### src/rtl/oam_dma_controller.sv
// Sprite DMA engine: a write to $4014 halts the CPU and copies one 256-byte page to $2004.
// All bus-facing outputs are registered; each is loaded alongside the state it belongs to.
module oam_dma_controller #(
  parameter logic [15:0] DMA_REG_ADDR  = 16'h4014,
  parameter logic [15:0] OAM_DATA_ADDR = 16'h2004
) (
  input  logic        cpu_clock,
  input  logic        reset,
  input  logic [15:0] cpu_address,
  input  logic        cpu_write_n,
  input  logic [7:0]  cpu_data_out,
  output logic        cpu_rdy,
  output logic        dma_active,
  output logic [15:0] dma_address,
  output logic        dma_read_n,
  output logic        dma_write_n,
  input  logic [7:0]  dma_data_in,
  output logic [7:0]  dma_data_out,
  output logic [7:0]  OAMDMA_reg,
  output logic [7:0]  OAMDMA_reg_active
);

  typedef enum logic [2:0] {StIdle, StHalt, StAlign, StRead, StWrite} state_e;

  state_e      state_q;
  logic        parity_q;
  logic [7:0]  index_q;
  logic [7:0]  buffer_q;
  logic [7:0]  page_q;
  logic        cpu_rdy_q;
  logic        dma_active_q;
  logic        read_n_q;
  logic        write_n_q;
  logic [15:0] address_q;

  always_ff @(posedge cpu_clock) begin
    if (reset) begin
      state_q      <= StIdle;
      parity_q     <= 1'b0;
      index_q      <= 8'h00;
      buffer_q     <= 8'h00;
      page_q       <= 8'h00;
      cpu_rdy_q    <= 1'b1;
      dma_active_q <= 1'b0;
      read_n_q     <= 1'b1;
      write_n_q    <= 1'b1;
      address_q    <= 16'h0000;
    end else begin
      parity_q <= ~parity_q;
      unique case (state_q)
        StIdle: begin
          if (!cpu_write_n && (cpu_address == DMA_REG_ADDR)) begin
            page_q       <= cpu_data_out;
            index_q      <= 8'h00;
            cpu_rdy_q    <= 1'b0;
            dma_active_q <= 1'b1;
            state_q      <= StHalt;
          end
        end
        StHalt: begin
          // Reads must land on parity 0; an odd halt cycle goes straight to READ.
          if (parity_q) begin
            state_q   <= StRead;
            read_n_q  <= 1'b0;
            address_q <= {page_q, index_q};
          end else begin
            state_q <= StAlign;
          end
        end
        StAlign: begin
          state_q   <= StRead;
          read_n_q  <= 1'b0;
          address_q <= {page_q, index_q};
        end
        StRead: begin
          buffer_q  <= dma_data_in;
          state_q   <= StWrite;
          read_n_q  <= 1'b1;
          write_n_q <= 1'b0;
          address_q <= OAM_DATA_ADDR;
        end
        StWrite: begin
          write_n_q <= 1'b1;
          if (index_q == 8'hFF) begin
            state_q      <= StIdle;
            cpu_rdy_q    <= 1'b1;
            dma_active_q <= 1'b0;
            address_q    <= 16'h0000;
          end else begin
            index_q   <= index_q + 8'd1;
            state_q   <= StRead;
            read_n_q  <= 1'b0;
            address_q <= {page_q, index_q + 8'd1};
          end
        end
        default: state_q <= StIdle;
      endcase
    end
  end

  assign cpu_rdy           = cpu_rdy_q;
  assign dma_active        = dma_active_q;
  assign dma_address       = address_q;
  assign dma_read_n        = read_n_q;
  assign dma_write_n       = write_n_q;
  assign dma_data_out      = buffer_q;
  assign OAMDMA_reg        = page_q;
  assign OAMDMA_reg_active = 8'h00;

endmodule

### config.mk
export PLATFORM = sky130hd
export DESIGN_NAME = oam_dma_controller
export DESIGN_NICKNAME = d
export VERILOG_FILES = /design/src/rtl/oam_dma_controller.sv
export SDC_FILE = /design/constraint.sdc
export NUM_CORES = 1
export LEC_CHECK = 0
export CAP_MARGIN = 5
export CELL_PAD_IN_SITES_DETAIL_PLACEMENT = 1
export CELL_PAD_IN_SITES_GLOBAL_PLACEMENT = 1
export CORE_MARGIN = 1
export CORE_UTILIZATION = 29
export DETAILED_ROUTE_END_ITERATION = 12
export MAX_ROUTING_LAYER = met4
export PLACE_DENSITY = 0.82
export SLEW_MARGIN = 20
export SYNTH_ARGS = -nofsm -noshare
export SYNTH_HDL_FRONTEND = slang
export SYNTH_SLANG_ARGS = --single-unit
### constraint.sdc
create_clock -name cpu_clock -period 1.75 [get_ports cpu_clock]
set_input_delay 0.525 -clock cpu_clock [delete_from_list [all_inputs] [get_ports cpu_clock]]
set_output_delay 0.525 -clock cpu_clock [all_outputs]
set_load 0.005 [all_outputs]
==> results of run 1 <==
[cells in the final DEF, fill, tap and decap left out, drive strengths merged, types with 5 or more instances in the layout]
| master | n |
|---|---|
| a21oi | 39 |
| buf | 38 |
| clkbuf | 8 |
| clkdlybuf4s50 | 57 |
| conb | 8 |
| dfxtp | 48 |
| dlymetal6s2s | 7 |
| nand2 | 34 |
| nand3 | 9 |
| nand4 | 15 |
| nor2 | 15 |
| nor3 | 5 |
| o21ai | 5 |
| o311ai | 5 |
| o31ai | 8 |
| or3 | 5 |
[cells by family (layout without fill, tap and decap cells)]
logic type	count (synthesis)	in the layout	share of synthesized area
buffers and inverters	35	116	0.0841
flip-flops	48	48	0.422
AO/OA/AOI/OAI	79	79	0.232
XOR/XNOR	3	3	0.0115
other	1	8	0.00165
adder cells (fa/ha/maj)	1	1	0.00549
multiplexers	1	1	0.00440
AND/OR/NAND/NOR	104	104	0.239
[stage by stage]
stage | utilization | total power (W)
finish | 0.475 | 0.00280
global placement | 0.432 | 0.00202
global route | 0.475 | 0.00292
detailed placement | 0.432 | 0.00203
floorplan | - | 0.00167
CTS | 0.460 | 0.00275
[layout make-up]
type | count | area share
repair buffers | 107 | 0.284
multi-input cells | 196 | 0.376
flip-flops and latches | 48 | 0.277
clock buffers | 6 | 0.0235
well taps | 99 | 0.0352
clock inverters | 1 | 0.00249
inverters | 2 | 0.00213
[report_power, final]
part	total [W]	internal, W	switching, W
Clock	0.000707	0.000316	0.000391
Combinational	0.000849	0.000406	0.000444
Sequential	0.00124	0.00118	0.0000612
Total	0.00280	0.00190	0.000896
[worst min-delay path by stage]
stage	slack (ns)	end	depth (start not counted)
6_report	0.46	dma_data_out[1]	2
3_3_place_gp	0.44	dma_data_out[5]	2
3_5_place_dp	0.45	dma_data_out[7]	2
4_1_cts	0.46	dma_data_out[7]	2
2_1_floorplan	0.42	parity_q	1
5_1_grt	0.49	dma_data_out[6]	2
[layer usage]
metal | wire length, um | track usage
met1 | 3360 | 0.218
met5 | 0 | -
met4 | 108 | 0.0511
met3 | 325 | 0.0362
met2 | 3960 | 0.321
[worst reg2reg max path, stage by stage, from the launching register on]
cell and delay (ns):
dfxtp_1 0.36, buf_4 0.17, nor3b_4 0.27, buf_4 0.16
buf_4 0.12, nand2_1 0.06, or2_2 0.28, a31oi_1 0.18
[timing repair]
item,CTS,global route
resized for setup,28,38
gates cloned,1,0
setup endpoints to repair,19,41
hold buffers,0,0
setup buffers,2,0
pin swaps,15,13
==> flow_metrics.py, run 1 <==
metrics = {
    "floorplan": {
        "rows": 31,
        "io_pins": 79,
        "die_area_sq_um": 8210,
        "die_h_um": 90.6,
        "die_w_um": 90.6,
        "coreArea_sq_um": 7410,
        "start_util": 0.307,
    },
    "outcome": {
        "status": "completed",
    },
    "setup_path": {
        "r2r_cells": 7,
        "crit_buf_inv": 1,
        "critPathSlowestCell": "clkdlybuf4s50_1",
        "cp.depth": 1,
        "cp_data_required_time_ns": 1.22,
        "path_class": "reg2out",
        "end_kind": "output port",
        "endpoint": "OAMDMA_reg[2]",
        "crit_family": "buffers and inverters",
        "reg2reg_to": "index_q[2]",
        "crit_fanout": 3,
        "slowest_delay_ns": 0.51,
        "reg2reg_from": "state_q[0]",
        "crit_start": "OAMDMA_reg[2]",
        "r2r_setup_slack_ns": 0.05,
        "arrival_ns": 1.20,
        "critPathLaunchType": "register",
        "crit_chain": "clkdlybuf4s50_1",
    },
    "synthesis": {
        "yosys_warnings": 0,
        "synth_top_area_frac": 0.422,
        "ys_seq_elements": 48,
        "synth_edf_count": 0,
        "ys.flop_type": "dfxtp_1",
        "postSynthCellCount": 272,
        "ys_types": 50,
        "ys_seq_area_frac": 0.422,
        "synthArstFlopShare": 0,
        "synth_top_area_cell": "dfxtp_1",
        "avgSynthCellArea_sq_um": 8.37,
        "synthTopCellsByCount": "dfxtp_1, a21oi_1, nand2_1",
        "synth_area_sq_um": 2280,
        "synth_area_leaders": "dfxtp_1, a21oi_1, nand2_1",
        "yosysMostFrequentCell": "dfxtp_1",
    },
    "placed_design": {
        "dpl_worst_slack_ns": -0.518,
        "numPortBuffers": 70,
        "placed_cell_area_sq_um": 3200,
        "dp_cells": 449,
        "gp_congestion": 0.850,
        "dpl.hpwl_mm": 5.07,
    },
    "grt": {
        "grt_use_total": 0.186,
        "grt_pass1_wl_mm": 12.0,
        "grt_pass1_vias": 2453,
        "grt_max_degree": 31,
        "antenna_found_initial": 0,
        "overflow": 0,
    },
    "timing": {
        "worst_slack_ns": 0.0290,
        "slew_viol_final": 0,
        "timing.final.crit_period_ns": 1.72,
        "tightest_slew_ns": 0.615,
        "fin_skew_ns": 0.00928,
        "holdWs_ns": 0.459,
        "final.setup.tns_ns": 0,
        "finalHoldViolCount": 0,
        "fin_crit_sh": 0.983,
        "slew_headroom": 0.590,
        "setup_viol": 0,
        "clock.fmax_mhz": 581,
        "rsz0062_at_grt": "true",
    },
    "min_path": {
        "hp-class": "reg2reg",
        "worstHoldStart": "dma_data_out[1]",
    },
    "layout": {
        "nets": 396,
        "drive_gt1_frac": 0.228,
        "syn2layout_area_growth_pct": 54.5,
        "regArea_sq_um": 976,
        "multi_input_area_sq_um": 1320,
        "n_antenna_cell": 0,
        "fin_cells": 459,
        "final_cell_area_sq_um": 3520,
        "largest_register_ffs": 16,
        "nFillCells": 887,
    },
    "flow_run": {
        "cap_violations": 0,
    },
    "drt": {
        "drc": 0,
        "ant_nets": 0,
        "dr.first_iter.drc_count": 119,
        "vias": 2421,
        "drt-total-wl_mm": 7.76,
        "via_per_inst": 5.27,
        "drtPass1Iterations": 5,
        "wl_per_cell_um": 16.9,
    },
    "clock_network": {
        "clk_latency_ns": 0.31,
        "clockRootBuffer": "clkbuf_8",
        "cts_tree": "yes",
        "clk_path_buf_depth": 2,
        "cts_num_sinks": 48,
        "clk_pin_slew_ns": 0.09,
        "cts_made_buffers": 5,
        "htree_levels": 2,
    },
    "power_and_ir_drop": {
        "power.leakage_nw": 1.25,
        "peakVddDrop_mv": 0.367,
        "p_per_area_nw_per_um2": 795,
    },
}
Note: power is estimated with default switching activity, not from simulation.
==> inputs of run 2 (changes only) <==
Settings changed: ABC_AREA from default to 1, CORE_UTILIZATION 29 to 28, PLACE_DENSITY 0.82 to 0.83, SKIP_LAST_GASP from default to 1, TNS_END_PERCENT from default to 5.
==> flow_metrics.py, run 2 <==
metrics = {
    "setup_path": {
        "r2r_setup_slack_ns": 0.14,
        "r2r_cells": 9,
        "cp_data_required_time_ns": 1.22,
        "reg2reg_to": "state_q[0]",
        "critPathSlowestCell": "clkdlybuf4s50_1",
        "end_kind": "output port",
        "reg2reg_from": "index_q[1]",
        "arrival_ns": 1.20,
        "cp.depth": 1,
        "path_class": "reg2out",
        "crit_buf_inv": 1,
        "crit_family": "buffers and inverters",
        "slowest_delay_ns": 0.53,
        "crit_start": "OAMDMA_reg[0]",
        "crit_fanout": 3,
        "endpoint": "OAMDMA_reg[0]",
        "critPathLaunchType": "register",
        "crit_chain": "clkdlybuf4s50_1",
    },
    "layout": {
        "drive_gt1_frac": 0.123,
        "fin_cells": 491,
        "final_cell_area_sq_um": 3180,
        "most-common-layout-cells": "clkdlybuf4s50_1, nor2_1, nand2_1",
        "nets": 424,
        "largest_register_ffs": 16,
        "n_antenna_cell": 0,
        "nFillCells": 959,
        "syn2layout_area_growth_pct": 44.1,
        "layout_commonest_cell": "clkdlybuf4s50_1",
    },
    "clock_network": {
        "clk_pin_slew_ns": 0.09,
        "cts_resized": 0,
        "hold_buffers": 0,
        "post-cts-setup-buffers": 0,
        "cts_num_sinks": 48,
        "cts_made_buffers": 5,
        "htree_levels": 2,
        "clockRootBuffer": "clkbuf_8",
        "clk_path_buf_depth": 2,
        "cts_tree": "yes",
        "clk_latency_ns": 0.30,
    },
    "synthesis": {
        "yosysMostFrequentCell": "nor2_1",
        "ys.flop_type": "dfxtp_1",
        "ys_types": 30,
        "ys_seq_area_frac": 0.435,
        "yosys_warnings": 0,
        "synthTopCellsByCount": "nor2_1, nand2_1, dfxtp_1",
        "synthArstFlopShare": 0,
        "ys_seq_elements": 48,
        "synth_top_area_frac": 0.435,
        "postSynthCellCount": 306,
        "synth_area_leaders": "dfxtp_1, nor2_1, nand2_1",
        "synth_area_sq_um": 2210,
        "synth_top_area_cell": "dfxtp_1",
        "avgSynthCellArea_sq_um": 7.21,
        "synth_edf_count": 0,
    },
    "min_path": {
        "hp-class": "reg2reg",
        "worstHoldStart": "parity_q",
        "hold_depth": 1,
    },
    "flow_run": {
        "cap_violations": 0,
    },
    "drt": {
        "via_per_inst": 4.55,
        "wl_per_cell_um": 13.4,
        "drtPass1Iterations": 4,
        "dr.first_iter.drc_count": 67,
        "ant_nets": 0,
        "drc": 0,
        "vias": 2236,
        "drt-total-wl_mm": 6.59,
    },
    "power_and_ir_drop": {
        "p_int_w": 0.00149,
        "p_switching_w": 0.000414,
        "p_per_area_nw_per_um2": 599,
        "power.leakage_nw": 1.38,
        "p_seq_frac": 0.574,
        "switching_share": 0.217,
        "power_frac_clock": 0.360,
        "peakVddDrop_mv": 0.378,
        "p_comb_frac": 0.066,
    },
    "timing": {
        "setup_viol": 0,
        "timing.final.crit_period_ns": 1.72,
        "fin_crit_sh": 0.984,
        "final.setup.tns_ns": 0,
        "finalHoldViolCount": 0,
        "slew_viol_final": 0,
        "fin_skew_ns": 0.00267,
        "holdWs_ns": 0.414,
        "clock.fmax_mhz": 581,
        "worst_slack_ns": 0.0279,
        "rsz0062_at_grt": "true",
    },
    "outcome": {
        "status": "completed",
    },
    "placed_design": {
        "placed_cell_area_sq_um": 3080,
        "dpl.hpwl_mm": 4.91,
        "dp_cells": 483,
        "gp_congestion": 0.781,
        "dpl_worst_slack_ns": -0.256,
        "numPortBuffers": 70,
    },
    "grt": {
        "grt_use_total": 0.167,
        "grt_max_degree": 26,
        "overflow": 0,
        "antenna_found_initial": 0,
        "grt_pass1_wl_mm": 10.9,
        "grt_pass1_vias": 2427,
    },
    "floorplan": {
        "die_h_um": 90.8,
        "coreArea_sq_um": 7690,
        "rows": 32,
        "io_pins": 79,
        "die_area_sq_um": 8240,
        "die_w_um": 90.8,
        "start_util": 0.287,
    },
}
run 2: cell type report:
type | instances | area (sq um) | share of cell area
sequential | 48 | 962 | 0.303
clock buffer | 6 | 82.6 | 0.0260
tap | 102 | 128 | 0.0401
timing repair buffer | 85 | 838 | 0.264
multi-input combinational | 217 | 1040 | 0.327
clock inverter | 2 | 10.0 | 0.00315
inverter | 31 | 119 | 0.0374
run 2: how the worst min path moves through the flow:
| stage | to |
|---|---|
| 6_report | parity_q |
| 5_1_grt | parity_q |
| 4_1_cts | parity_q |
| 3_5_place_dp | parity_q |
| 3_3_place_gp | parity_q |
| 2_1_floorplan | parity_q |
run 2: cells by family after synthesis:
| kind of cell | share of synthesized area |
|---|---|
| AOI/OAI and AO/OA | 0.144 |
| DFF | 0.435 |
| adders and majority gates | 0.00567 |
| and+or+nand+nor | 0.305 |
| buffers and inverters | 0.108 |
| other | 0.00170 |
run 2: per-layer routing:
metal | vias to the layer above | track usage | routed length, um
met3 | 8 | 0.0311 | 294
met5 | - | - | 0
met1 | 1053 | 0.183 | 2810
li1 | 1124 | - | -
met2 | 51 | 0.306 | 3420
met4 | 0 | 0.0463 | 71
run 2: through the flow:
step	util	total power [W]
final	0.414	0.00191
after global routing	0.414	0.00198
after CTS	0.413	0.00192
after detailed placement	0.401	0.00125
after global placement	0.401	0.00124
after floorplan	-	0.00116
run 2: power by group through the flow:
stage	clock, W	combinational (W)	sequential, W
after floorplan	0	0.0000432	0.00112
final	0.000686	0.000126	0.00109
after CTS	0.000704	0.000126	0.00109
after detailed placement	0	0.000125	0.00112
after global placement	0	0.000124	0.00112
after global routing	0.000751	0.000136	0.00109
